`src/rtl/moving_average_pkg.sv`:
```
// Shared types and helpers for the runtime-selectable boxcar averager.
package moving_average_pkg;

    localparam int DATA_W_DEFAULT    = 10;
    localparam int MAX_POWER_DEFAULT = 4;

    typedef enum logic [0:0] {
        RUN   = 1'b0,
        FLUSH = 1'b1
    } state_t;

    // Window exponents above the ring capacity fall back to the largest window.
    function automatic int unsigned clamp_power(input int unsigned sel, input int unsigned max_power);
        return (sel > max_power) ? max_power : sel;
    endfunction

endpackage

```
`src/rtl/sample_ring_buffer.sv`:
```
// Register-array ring: one write port with a wrapping write pointer, one
// combinational read port addressed as a distance back from the write pointer.
module sample_ring_buffer #(
    parameter int WIDTH  = 10,
    parameter int ADDR_W = 4
) (
    input  logic              clk,
    input  logic              rst_n,
    input  logic              wr_en,
    input  logic [WIDTH-1:0]  wr_data,
    input  logic [ADDR_W-1:0] rd_back,
    output logic [WIDTH-1:0]  rd_data
);

    localparam int DEPTH = 1 << ADDR_W;

    logic [WIDTH-1:0]  mem [DEPTH];
    logic [ADDR_W-1:0] wr_ptr_reg;
    logic [DEPTH-1:0]  wr_sel;

    for (genvar gi = 0; gi < DEPTH; gi++) begin : g_wr_sel
        assign wr_sel[gi] = wr_en && (wr_ptr_reg == ADDR_W'(gi));
    end

    // Storage is deliberately never cleared; consumers mask stale entries.
    always_ff @(posedge clk) begin
        for (int i = 0; i < DEPTH; i++) begin
            if (wr_sel[i]) begin
                mem[i] <= wr_data;
            end
        end
    end

    always_ff @(posedge clk or negedge rst_n) begin
        if (!rst_n) begin
            wr_ptr_reg <= '0;
        end else if (wr_en) begin
            wr_ptr_reg <= wr_ptr_reg + ADDR_W'(1);
        end
    end

    assign rd_data = mem[wr_ptr_reg - rd_back];

endmodule

```
`src/rtl/moving_average_var_window.sv`:
```
// Boxcar averager with runtime window 2^p over a shared ring and running sum.
// Define MOVING_AVERAGE_ROUND_EN for round-half-up averaging instead of truncation.
module moving_average_var_window
    import moving_average_pkg::*;
#(
    parameter int DATA_W    = DATA_W_DEFAULT,
    parameter int MAX_POWER = MAX_POWER_DEFAULT,
    parameter int SEL_W     = $clog2(MAX_POWER + 1)
) (
    input  logic              clk,
    input  logic              rst_n,
    input  logic [DATA_W-1:0] data_in,
    input  logic              strobe_in,
    input  logic [SEL_W-1:0]  win_sel,
    output logic [DATA_W-1:0] data_out,
    output logic              strobe_out,
    output logic              filled,
    output logic              busy
);

    localparam int SUM_W = DATA_W + MAX_POWER;
    localparam int CNT_W = MAX_POWER + 1;

    state_t            state_reg, state_next;
    logic              init_reg;
    logic [SEL_W-1:0]  active_power_reg, active_power_next;
    logic [SUM_W-1:0]  sum_reg, sum_next;
    logic [CNT_W-1:0]  fill_cnt_reg, fill_cnt_next;
    logic [DATA_W-1:0] data_out_reg, data_out_next;
    logic              strobe_out_reg, strobe_out_next;
    logic              filled_reg, filled_next;

    logic [SEL_W-1:0]  sel_clamped;
    logic [SEL_W-1:0]  power;
    logic [CNT_W-1:0]  n_win;
    logic              win_change;
    logic              accept;
    logic [DATA_W-1:0] rd_data;
    logic [DATA_W-1:0] x_old;
    logic [SUM_W-1:0]  sum_acc;
    logic [DATA_W-1:0] avg;

    assign sel_clamped = SEL_W'(clamp_power(32'(win_sel), MAX_POWER));

    // The first clock after reset adopts the requested window without a flush.
    assign power      = init_reg ? sel_clamped : active_power_reg;
    assign win_change = !init_reg && (sel_clamped != active_power_reg);
    assign n_win      = CNT_W'(1) << power;
    assign accept     = (state_reg == RUN) && !win_change && strobe_in;

    // Sample leaving the window; zero until the window has been primed.
    assign x_old   = (fill_cnt_reg == n_win) ? rd_data : '0;
    assign sum_acc = sum_reg + SUM_W'(data_in) - SUM_W'(x_old);

`ifdef MOVING_AVERAGE_ROUND_EN
    logic [SUM_W:0] rounded;
    logic [SUM_W:0] rounded_shift;

    always_comb begin
        rounded = {1'b0, sum_acc};
        if (power != '0) begin
            rounded = {1'b0, sum_acc} + ((SUM_W + 1)'(1) << (power - SEL_W'(1)));
        end
    end

    assign rounded_shift = rounded >> power;
    assign avg           = DATA_W'(rounded_shift);
`else
    logic [SUM_W-1:0] trunc_shift;

    assign trunc_shift = sum_acc >> power;
    assign avg         = DATA_W'(trunc_shift);
`endif

    sample_ring_buffer #(
        .WIDTH  (DATA_W),
        .ADDR_W (MAX_POWER)
    ) u_ring (
        .clk     (clk),
        .rst_n   (rst_n),
        .wr_en   (accept),
        .wr_data (data_in),
        .rd_back (n_win[MAX_POWER-1:0]),
        .rd_data (rd_data)
    );

    always_comb begin
        state_next        = state_reg;
        active_power_next = power;
        sum_next          = sum_reg;
        fill_cnt_next     = fill_cnt_reg;
        data_out_next     = data_out_reg;
        strobe_out_next   = 1'b0;

        case (state_reg)
            RUN: begin
                if (win_change) begin
                    state_next = FLUSH;
                end else if (strobe_in) begin
                    sum_next        = sum_acc;
                    fill_cnt_next   = (fill_cnt_reg == n_win) ? n_win : fill_cnt_reg + CNT_W'(1);
                    data_out_next   = avg;
                    strobe_out_next = 1'b1;
                end
            end
            FLUSH: begin
                sum_next          = '0;
                fill_cnt_next     = '0;
                active_power_next = sel_clamped;
                state_next        = RUN;
            end
            default: begin
                state_next = RUN;
            end
        endcase

        filled_next = (fill_cnt_next == n_win);
    end

    always_ff @(posedge clk or negedge rst_n) begin
        if (!rst_n) begin
            state_reg        <= RUN;
            init_reg         <= 1'b1;
            active_power_reg <= '0;
            sum_reg          <= '0;
            fill_cnt_reg     <= '0;
            data_out_reg     <= '0;
            strobe_out_reg   <= 1'b0;
            filled_reg       <= 1'b0;
        end else begin
            state_reg        <= state_next;
            init_reg         <= 1'b0;
            active_power_reg <= active_power_next;
            sum_reg          <= sum_next;
            fill_cnt_reg     <= fill_cnt_next;
            data_out_reg     <= data_out_next;
            strobe_out_reg   <= strobe_out_next;
            filled_reg       <= filled_next;
        end
    end

    assign data_out   = data_out_reg;
    assign strobe_out = strobe_out_reg;
    assign filled     = filled_reg;
    assign busy       = (state_reg == FLUSH);

endmodule

```
`config.mk`:
```
export PLATFORM = sky130hd
export DESIGN_NAME = moving_average_var_window
export DESIGN_NICKNAME = d
export VERILOG_FILES = /design/src/rtl/moving_average_pkg.sv /design/src/rtl/sample_ring_buffer.sv /design/src/rtl/moving_average_var_window.sv
export SDC_FILE = /design/constraint.sdc
export NUM_CORES = 1
export LEC_CHECK = 0
export CAP_MARGIN = 40
export CORE_MARGIN = 2
export CORE_UTILIZATION = 35
export DETAILED_ROUTE_END_ITERATION = 12
export GPL_ROUTABILITY_DRIVEN = 0
export GPL_TIMING_DRIVEN = 0
export PLACE_DENSITY = 0.54
export SYNTH_ARGS = -nofsm -noshare
export SYNTH_HDL_FRONTEND = slang
export SYNTH_HIERARCHICAL = 1
export SYNTH_SLANG_ARGS = --single-unit
```
`constraint.sdc`:
```
create_clock -name clk -period 6.8 [get_ports clk]
set_input_delay 1.7 -clock clk [delete_from_list [all_inputs] [get_ports clk]]
set_output_delay 1.7 -clock clk [all_outputs]
set_load 0.1 [all_outputs]
```
Word level (Yosys, flattened, before mapping)

Memory sizes are Yosys's and may differ from the RTL's.
Cells that the tools add are included.

Add/subtract/negate cells: 5
Order comparisons: 1
Equality and inequality tests: 20
Shift-type cells: 2
Multiplexer cells: 93
Bitwise operators: 2
Reduce and logical (&&, ||, !) cells: 39

Operators by type and width:

| kind                | count |
|---|---|
| $mux 10             | 16 |
| $reduce_or 10->1    | 15 |
| $mux 4              | 15 |
| $mux 1              | 51 |
| $eq 4x4->1 const B  | 8 |
| $mux 14             | 2 |
| $pmux 14 s2         | 1 |
| $logic_and 1x1->1   | 19 |
| $eq 4x3->1 const B  | 4 |
| $mux 5              | 3 |
| $add 14x10->14      | 1 |
| $shr 14x3->10       | 1 |
| $sub 14x10->14      | 1 |
| $eq 5x5->1          | 2 |
| $pmux 5 s2          | 1 |
| $mux 3              | 3 |
| $eq 4x2->1 const B  | 2 |
| $add 5x1->5 const B | 1 |
| $shl 1x3->5 const A | 1 |
| $add 4x1->4 const B | 1 |
| $eq 4x1->1 const B  | 1 |
| $logic_not 4->1     | 1 |
| $ne 2x2->1 const B  | 2 |
| $sub 4x4->4         | 1 |
| other kinds (7)     | 9 |

Register bits: 40
Memory bits (writable): 160
Input bits: 16
Output and inout bits: 13
Memories kept: 1

Memory list:

| memory     | depth | width | rd ports | clocked after Yosys merged registers in | write ports | RTL line                 | text |
|---|---|---|---|---|---|---|---|
| u_ring.mem | 16    | 10    | 1        | 0                                       | 1           | sample_ring_buffer.sv:17 | `logic [WIDTH-1:0] mem [DEPTH];` |

Depth between registers and ports, before layout

Gate-level depths: netlist of the first run.

Word-level depth: 26
Mapped depth: 27
Gate-level depth less buffers: 23

By module

Netlist of the first run, hierarchy kept.

Modules (own cells, without submodules):

| module                    | times used | cells each | area each (µm²) | sequential area each (µm²) |
|---|---|---|---|---|
| sample_ring_buffer        | 1          | 336        | 6,650.1         | 4,904.7 |
| moving_average_var_window | 1          | 438        | 3,517.1         | 902.1 |

Least setup slack after synthesis of the first run

No wires, ideal clock.

Path kind: input -> register
Start: in win_sel[0]
End: reg data_out_reg[5], in the netlist data_out[5]
Setup time: 0.123 ns
Arrival time: 6.768 ns
Data required time: 6.677 ns
Slack: -0.091 ns
Cell stages on the path: 22
Buffers on the path: 1
Path through: or4b_1 > nand2_1 > ha_1 > inv_1 > fa_1 > buf_1 > mux4_2 > nand2_1 > a22o_1 > nand3_1 > and2_1 > fa_1 > inv_1 > ha_1 > nor2b_1 > o31a_1 > o31a_1 > o31ai_4 > xnor2_1 > mux4_2 > a22oi_1 > nand2_1

Word-level cells in the longest chain between the ends: 9
Elaborated cells on any way between the ends: 14

Ends and longest elaborated chain:

| what                   | RTL line                         | text |
|---|---|---|
| start: declaration     | moving_average_var_window.sv:14  | `input logic [SEL_W-1:0] win_sel,` |
| $gt 3x3->1             | moving_average_pkg.sv:14         | `return (sel > max_power) ? max_power : sel;` |
| $mux 3 *               | moving_average_pkg.sv:14         |  |
| $mux 3 *               | moving_average_var_window.sv:46  | `assign power = init_reg ? sel_clamped : active_power_reg;` |
| $shl 1x3->5 *          | moving_average_var_window.sv:48  | `assign n_win = CNT_W'(1) << power;` |
| via n_win[0]           | moving_average_var_window.sv:35  | `logic [CNT_W-1:0] n_win;` |
| $sub 4x4->4 *          | sample_ring_buffer.sv:42         | `assign rd_data = mem[wr_ptr_reg - rd_back];` |
| $mem_v2 16x10 *        | n/a                              |  |
| via rd_data[2]         | moving_average_var_window.sv:38  | `logic [DATA_W-1:0] rd_data;` |
| $mux 10 *              | moving_average_var_window.sv:52  | `assign x_old = (fill_cnt_reg == n_win) ? rd_data : '0;` |
| $sub 14x10->14 *       | moving_average_var_window.sv:53  | `assign sum_acc = sum_reg + SUM_W'(data_in) - SUM_W'(x_old);` |
| $shr 14x3->10 *        | moving_average_var_window.sv:71  | `assign trunc_shift = sum_acc >> power;` |
| end signal: assignment | moving_average_var_window.sv:136 | `data_out_reg <= data_out_next;` |
| end: declaration       | moving_average_var_window.sv:29  | `logic [DATA_W-1:0] data_out_reg, data_out_next;` |

The timed path passes the listed nets; every way through them passes the cells marked *.
A chain may end at the register's enable or synchronous reset.

Worst setup path after layout of the first run

Start: in win_sel[2]
End: reg data_out_reg[6], in the netlist data_out[6]

Same word-level chain as after synthesis.

==> results of run 1 <==
-- area by class of cell --
type	count	area share (%)
sequential	200	47.49
multi-input combinational	465	33.06
clock buffer	17	3.479
clock inverter	15	1.637
timing repair buffer	73	5.956
inverter	66	2.026
tap	384	3.930
buffer	40	2.415
-- power breakdown --
part           switching, uW  internal, uW
logic                   2150          1740
clock network            548           516
registers               77.8          1450
-- logic make-up after synthesis --
group                      share of synthesized area [%]
AOI/OAI and AO/OA                                  9.538
xor gates and xnor gates                           1.723
adders and majority gates                          4.873
buffers and inverters                              4.812
DFF                                                57.11
muxes                                              10.44
other                                            0.03688
and+or+nand+nor                                    11.47
-- metal layers --
| metal | vias up | share of wire, % | wire length [um] | track usage [%] |
|---|---|---|---|---|
| met3 | 21 | 4.1 | 988 | 2.537 |
| met4 | 0 | 1.9 | 449 | 4.552 |
| met1 | 3271 | 47 | 11390 | 22.89 |
| met5 | - | 0 | 0 | 0 |
| li1 | 3088 | - | - | - |
| met2 | 150 | 47 | 11200 | 25.55 |
-- placed cells by master (no fill, tap or decap), types with 6 or more instances in the layout --
| cell | n |
|---|---|
| buf_2 | 6 |
| inv_2 | 6 |
| xor2_1 | 8 |
| nand2_1 | 49 |
| a22o_1 | 10 |
| and2_1 | 17 |
| fa_1 | 8 |
| nor3_1 | 11 |
| buf_8 | 16 |
| buf_6 | 8 |
| mux4_2 | 35 |
| inv_1 | 60 |
| clkbuf_1 | 12 |
| clkbuf_16 | 17 |
| ha_1 | 17 |
| o21ai_0 | 21 |
| dfrtp_1 | 39 |
| nand4_1 | 26 |
| edfxtp_1 | 160 |
| a21oi_1 | 36 |
| mux2i_1 | 7 |
| clkdlybuf4s50_1 | 24 |
| mux4_1 | 6 |
| and3_1 | 8 |
| xnor2_1 | 9 |
| nand3_1 | 22 |
| buf_4 | 35 |
| nor2_1 | 43 |
-- critical path: cells and delay by family --
kind	cells	cell delay [ns]
adder cells (fa/ha/maj)	4	1.60
AO/OA/AOI/OAI	6	1.43
multiplexers	1	0.34
buffers and inverters	4	0.34
AND/OR/NAND/NOR	7	1.58
-- through the flow --
step | utilization [%] | area (sq um) | worst slack (ns) | TNS (ns) | power [uW]
6_report | 42.71 | 12230 | 0.09801 | 0 | 6486
5_1_grt | 42.71 | 12230 | -0.03120 | -0.04532 | 6899
4_1_cts | 42.18 | 12070 | 0.006132 | 0 | 6251
3_5_place_dp | 39.02 | 11170 | -1.487 | -22.03 | 4824
3_3_place_gp | 38.21 | 10940 | -1.535 | -23.45 | 4712
2_1_floorplan | - | 10180 | 0.03075 | 0 | 3936
-- path summary, 6_finish.rpt --
kind,to,slack (ns),depth (start not counted)
min in group asynchronous,u_ring/wr_ptr_reg[0],1.21,1
worst min register to register,data_out[1],0.49,2
max in group asynchronous,sum_reg[1],5.09,2
worst max register to register,data_out[6],0.87,22
worst max-delay path,data_out[6],0.1,22
worst min-delay path,data_out[1],0.49,2
-- what timing repair did --
action / 4_1_cts / 5_1_grt
gates cloned: 0 / 0
resized for setup: 57 / 29
setup buffers: 15 / 13
endpoints found under the setup margin: 20 / 12
pin swaps: 18 / 35
==> flow_metrics.py, run 1 <==
metrics = {
    "pwr": {
        "peakVddDrop_mv": 0.2282,
        "powerDensity_nw_per_um2": 530.5,
        "p_leak_uw": 0.004522,
    },
    "layout": {
        "n_antenna_cell": 0,
        "fin_nets": 912,
        "multi_input_area_sq_um": 4043,
        "ff_latch_area_sq_um": 5807,
        "largest_reg_flops": 160,
        "final.fill_count": 2613,
        "fin_cells": 1260,
        "areaGrowthSynthToFinish_pct": 20.26,
        "layout-drive-gt1-share_pct": 23.97,
    },
    "sta": {
        "setup_viol": 0,
        "fin_crit_sh_pct": 98.56,
        "fin_crit_ns": 6.702,
        "slew_viol_final": 0,
        "whs_ns": 0.4909,
        "hold_violations": 0,
        "finClkSkew_ns": 0.01798,
        "fmax_mhz": 149.2,
        "worst_slew_margin_rel_pct": 46.31,
        "worst_slew_pin_slew_ns": 0.8024,
    },
    "clock_tree": {
        "insertion_delay_ns": 0.45,
        "clkSlewWorstSetupHoldPaths_ns": 0.09,
        "ctsRootBufferMaster": "clkbuf_16",
        "cts_max_level": 4,
        "cts_buffer_depth": 2,
        "ctsHoldBuffers": 0,
        "cts_tree": "yes",
        "cts_buffers": 17,
        "cts.sinks": 200,
    },
    "synth": {
        "yosysMostFrequentCell": "edfxtp_1",
        "ys_ff_latch": 200,
        "yosysUniqueCellTypes": 85,
        "ys_async_sr_fraction_pct": 20.00,
        "synth.cells.most_frequent": "edfxtp_1 (160), inv_1 (64), nand2_1 (50)",
        "syn_nets": 823,
        "synth_top_area_share_pct": 47.26,
        "synth_flop_cell": "edfxtp_1",
        "synth_top_area_cell": "edfxtp_1",
        "netlist_area_sq_um": 10170,
        "seq_area_frac_synth_pct": 57.11,
        "synth_edf_count": 160,
        "netlist_instances": 774,
        "syn_area_per_cell_sq_um": 13.14,
        "synth.area.top_cells": "edfxtp_1 (47%), dfrtp_1 (9.6%), mux4_2 (7.1%)",
        "ys_warn_count": 6,
    },
    "global_route": {
        "grt_pass1_vias": 6362,
        "antenna_found_initial": 0,
        "grt_max_degree": 25,
        "grt_pass1_wl_um": 37080,
        "track_usage_pct": 16.07,
        "grt-ovfl-total": 0,
    },
    "worst_hold_path": {
        "hp-class": "reg -> reg",
        "worstHoldStart": "data_out[1]",
    },
    "worst_setup_path": {
        "path_cells": "buf_6 > or4b_4 > nand2_4 > ha_4 > inv_2 > fa_2 > buf_8 > mux4_2 > nand2_1 > a22o_1 > nand3_1 > and2_4 > fa_2 > inv_1 > ha_1 > a21o_1 > a31o_4 > a2111oi_4 > nor3_1 > or3_4 > a41oi_1 > a31oi_1",
        "startpoint_type": "primary input",
        "cp_max_fo": 8,
        "r2r-start": "init_reg",
        "path_class": "in -> reg",
        "cp.required_ns": 7.11,
        "cp_slowest_cell": "fa_2",
        "cp.arrival_ns": 7.01,
        "crit_start": "win_sel[2]",
        "cpPeakStageDelay_ns": 0.62,
        "end_kind": "flop",
        "worst_path_most_repeated_cell": "fa_2",
    },
    "routing": {
        "first_iter_violations": 449,
        "ant_nets": 0,
        "drt_wl_total_um": 24020,
        "via_per_inst": 5.183,
        "first_pass_iters": 5,
        "routed-via-count": 6530,
        "wl_per_cell_um": 19.06,
        "route.detailed.drc": 0,
    },
    "placement": {
        "place_inst": 1203,
        "hpwlAfterDp_um": 16320,
        "io_buffers": 28,
    },
    "floorplan": {
        "num_rows": 62,
        "core_region_area_sq_um": 28630,
        "die_x_um": 174.4,
        "initial_core_util_pct": 35.52,
        "pin_count": 29,
        "die_h_um": 174.4,
        "die-area_sq_um": 30430,
    },
    "run_status": {
        "status": "complete, no violations",
    },
    "job": {
        "drv_cap": 0,
    },
}
(Power assumes the default switching activity.)
==> inputs of run 2 (changes only) <==
--- a/config.mk
+++ b/config.mk
@@ -5,6 +5,7 @@
 export SDC_FILE = /design/constraint.sdc
 export NUM_CORES = 1
 export LEC_CHECK = 0
+export ABC_CLOCK_PERIOD_IN_PS = 6800
 export CAP_MARGIN = 40
 export CORE_MARGIN = 2
 export CORE_UTILIZATION = 35
@@ -16,3 +17,4 @@
 export SYNTH_HDL_FRONTEND = slang
 export SYNTH_HIERARCHICAL = 1
 export SYNTH_SLANG_ARGS = --single-unit
+export TNS_END_PERCENT = 1
==> run 2 against run 1 <==
Against the previous run:
- cell area down 0.40%
- global-route usage unchanged
- fmax down 0.29%
- final cell count down 0.32%
- largest cell class unchanged
- clock-buffer cell count unchanged
- critical path type unchanged
==> flow_metrics.py, run 2 (synthesis results as in run 1) <==
metrics = {
    "run_status": {
        "status": "complete, no violations",
    },
    "clock_tree": {
        "cts_max_level": 4,
        "cts.sinks": 200,
        "ctsHoldBuffers": 0,
        "cts_buffers": 17,
        "cts_buffer_depth": 2,
        "clkSlewWorstSetupHoldPaths_ns": 0.08,
        "cts_tree": "yes",
        "insertion_delay_ns": 0.44,
        "ctsRootBufferMaster": "clkbuf_16",
    },
    "layout": {
        "n_antenna_cell": 0,
        "final.fill_count": 2614,
        "stdcell_area_sq_um": 12180,
        "final_common_cell": "edfxtp_1",
        "final_cell_mix": "edfxtp_1 (160), inv_1 (62), nand2_1 (48), nor2_1 (43), dfrtp_1 (39)",
        "areaGrowthSynthToFinish_pct": 19.78,
        "layout-drive-gt1-share_pct": 22.82,
        "fin_nets": 908,
        "largest_reg_flops": 160,
    },
    "routing": {
        "wl_per_cell_um": 18.98,
        "via_per_inst": 5.169,
        "first_iter_violations": 404,
        "drt_wl_total_um": 23840,
        "first_pass_iters": 5,
        "ant_nets": 0,
        "routed-via-count": 6492,
        "route.detailed.drc": 0,
    },
    "sta": {
        "worst_slew_pin_slew_ns": 0.7962,
        "hold_violations": 0,
        "fin_crit_sh_pct": 98.85,
        "setup_viol": 0,
        "slew_viol_final": 0,
        "fmax_mhz": 148.8,
        "grt_setup_unrepaired": "yes",
        "whs_ns": 0.4914,
        "finClkSkew_ns": 0.01766,
        "fin_crit_ns": 6.722,
        "worst_slew_margin_rel_pct": 46.73,
    },
    "global_route": {
        "track_usage_pct": 16.07,
        "grt-ovfl-total": 0,
        "antenna_found_initial": 0,
        "grt_pass1_wl_um": 37080,
        "grt_pass1_vias": 6362,
        "grt_max_degree": 25,
    },
    "worst_hold_path": {
        "min_path_cells": 2,
        "worstHoldStart": "data_out[1]",
        "hp-class": "reg -> reg",
        "hold_end": "data_out[1]",
    },
    "placement": {
        "place_area_sq_um": 11170,
        "hpwlAfterDp_um": 16320,
        "io_buffers": 28,
    },
    "pwr": {
        "seq_power_share_pct": 23.9,
        "clockPowerShare_pct": 16.5,
        "finalPower_uw": 6412,
        "switching_share_pct": 42.95,
        "p_int_uw": 3658,
        "peakVddDrop_mv": 0.2208,
        "p_leak_uw": 0.004491,
        "powerDensity_nw_per_um2": 526.5,
        "comb_power_share_pct": 59.5,
        "power_switching_uw": 2754,
    },
    "worst_setup_path": {
        "cp_max_fo": 8,
        "rrSetupSlack_ns": 0.88,
        "path_class": "in -> reg",
        "cp.arrival_ns": 7.03,
        "path_cells": "buf_2 > or4b_4 > nand2_4 > ha_4 > inv_2 > fa_2 > buf_8 > mux4_2 > nand2_1 > a22o_1 > nand3_1 > and2_4 > fa_2 > inv_1 > ha_1 > a21o_1 > a31o_4 > a2111oi_4 > nor3_1 > or3_4 > a41oi_1 > a31oi_1",
        "worst_r2r_path_depth": 22,
        "worst_path_most_repeated_cell": "fa_2",
        "cpPeakStageDelay_ns": 0.62,
        "crit_start": "win_sel[2]",
        "cp.required_ns": 7.11,
        "r2r-end": "data_out[6]",
        "startpoint_type": "primary input",
        "r2r-start": "init_reg",
        "end_kind": "flop",
        "cp_slowest_cell": "fa_2",
    },
    "job": {
        "drv_cap": 0,
    },
    "floorplan": {
        "die-area_sq_um": 30430,
        "die_x_um": 174.4,
        "core_region_area_sq_um": 28630,
        "die_h_um": 174.4,
        "num_rows": 62,
        "pin_count": 29,
        "initial_core_util_pct": 35.52,
    },
}
-- run 2: power by group through the flow --
stage                     sequential [uW]  combinational (uW)  clock, uW
after floorplan                      1770                2170          0
final                                1530                3820       1060
after global placement               1560                3150          0
after global routing                 1550                4150       1140
after CTS                            1530                3630       1090
after detailed placement             1560                3260          0
-- run 2: layout make-up --
cell class	count	area, sq um	area share (%)
flip-flops and latches	200	5807	47.68
well taps	384	480.5	3.945
multi-input cells	465	4040	33.18
repair buffers	68	680.7	5.589
clock inverters	15	200.2	1.644
clock buffers	17	425.4	3.493
plain buffers	41	296.5	2.435
inverters	66	247.7	2.034
-- run 2: per-layer routing --
layer  up-vias  wire [um]  track usage, %  share of wire [%]
li1       3085          -               -                  -
met1      3225      11120           22.89                 47
met2       163      11170           25.55                 47
met3        19       1112           2.537                4.7
met4         0        433           4.552                1.8
met5         -          0               0                  0
-- run 2: through the flow --
step	cells	setup WS (ns)	utilization [%]	TNS (ns)
floorplan	774	0.03075	-	0
global placement	1186	-1.535	38.21	-23.45
detailed placement	1203	-1.487	39.02	-22.03
CTS	1249	0.006132	42.18	0
global route	1256	-0.1142	42.54	-0.3324
finish	1256	0.07820	42.54	0
-- run 2: worst max-delay path: cells and delay by family --
kind / cells / cell delay (ns)
AO/OA/AOI/OAI: 6 / 1.41
adder cells (fa/ha/maj): 4 / 1.61
multiplexers: 1 / 0.34
AND/OR/NAND/NOR: 7 / 1.58
buffers and inverters: 4 / 0.36
-- run 2: what timing repair did --
action,CTS,global route
resized for setup,57,18
setup endpoints to repair,20,12
hold endpoints to repair,0,0
setup buffers,15,8
pin swaps,18,25
-- run 2: worst max-delay path by stage --
| stage | end | depth (start not counted) |
|---|---|---|
| 2_1_floorplan | data_out[6] | 24 |
| 3_3_place_gp | data_out[2] | 26 |
| 3_5_place_dp | data_out[2] | 26 |
| 4_1_cts | data_out[5] | 23 |
| 5_1_grt | data_out[9] | 25 |
| 6_report | data_out[6] | 22 |
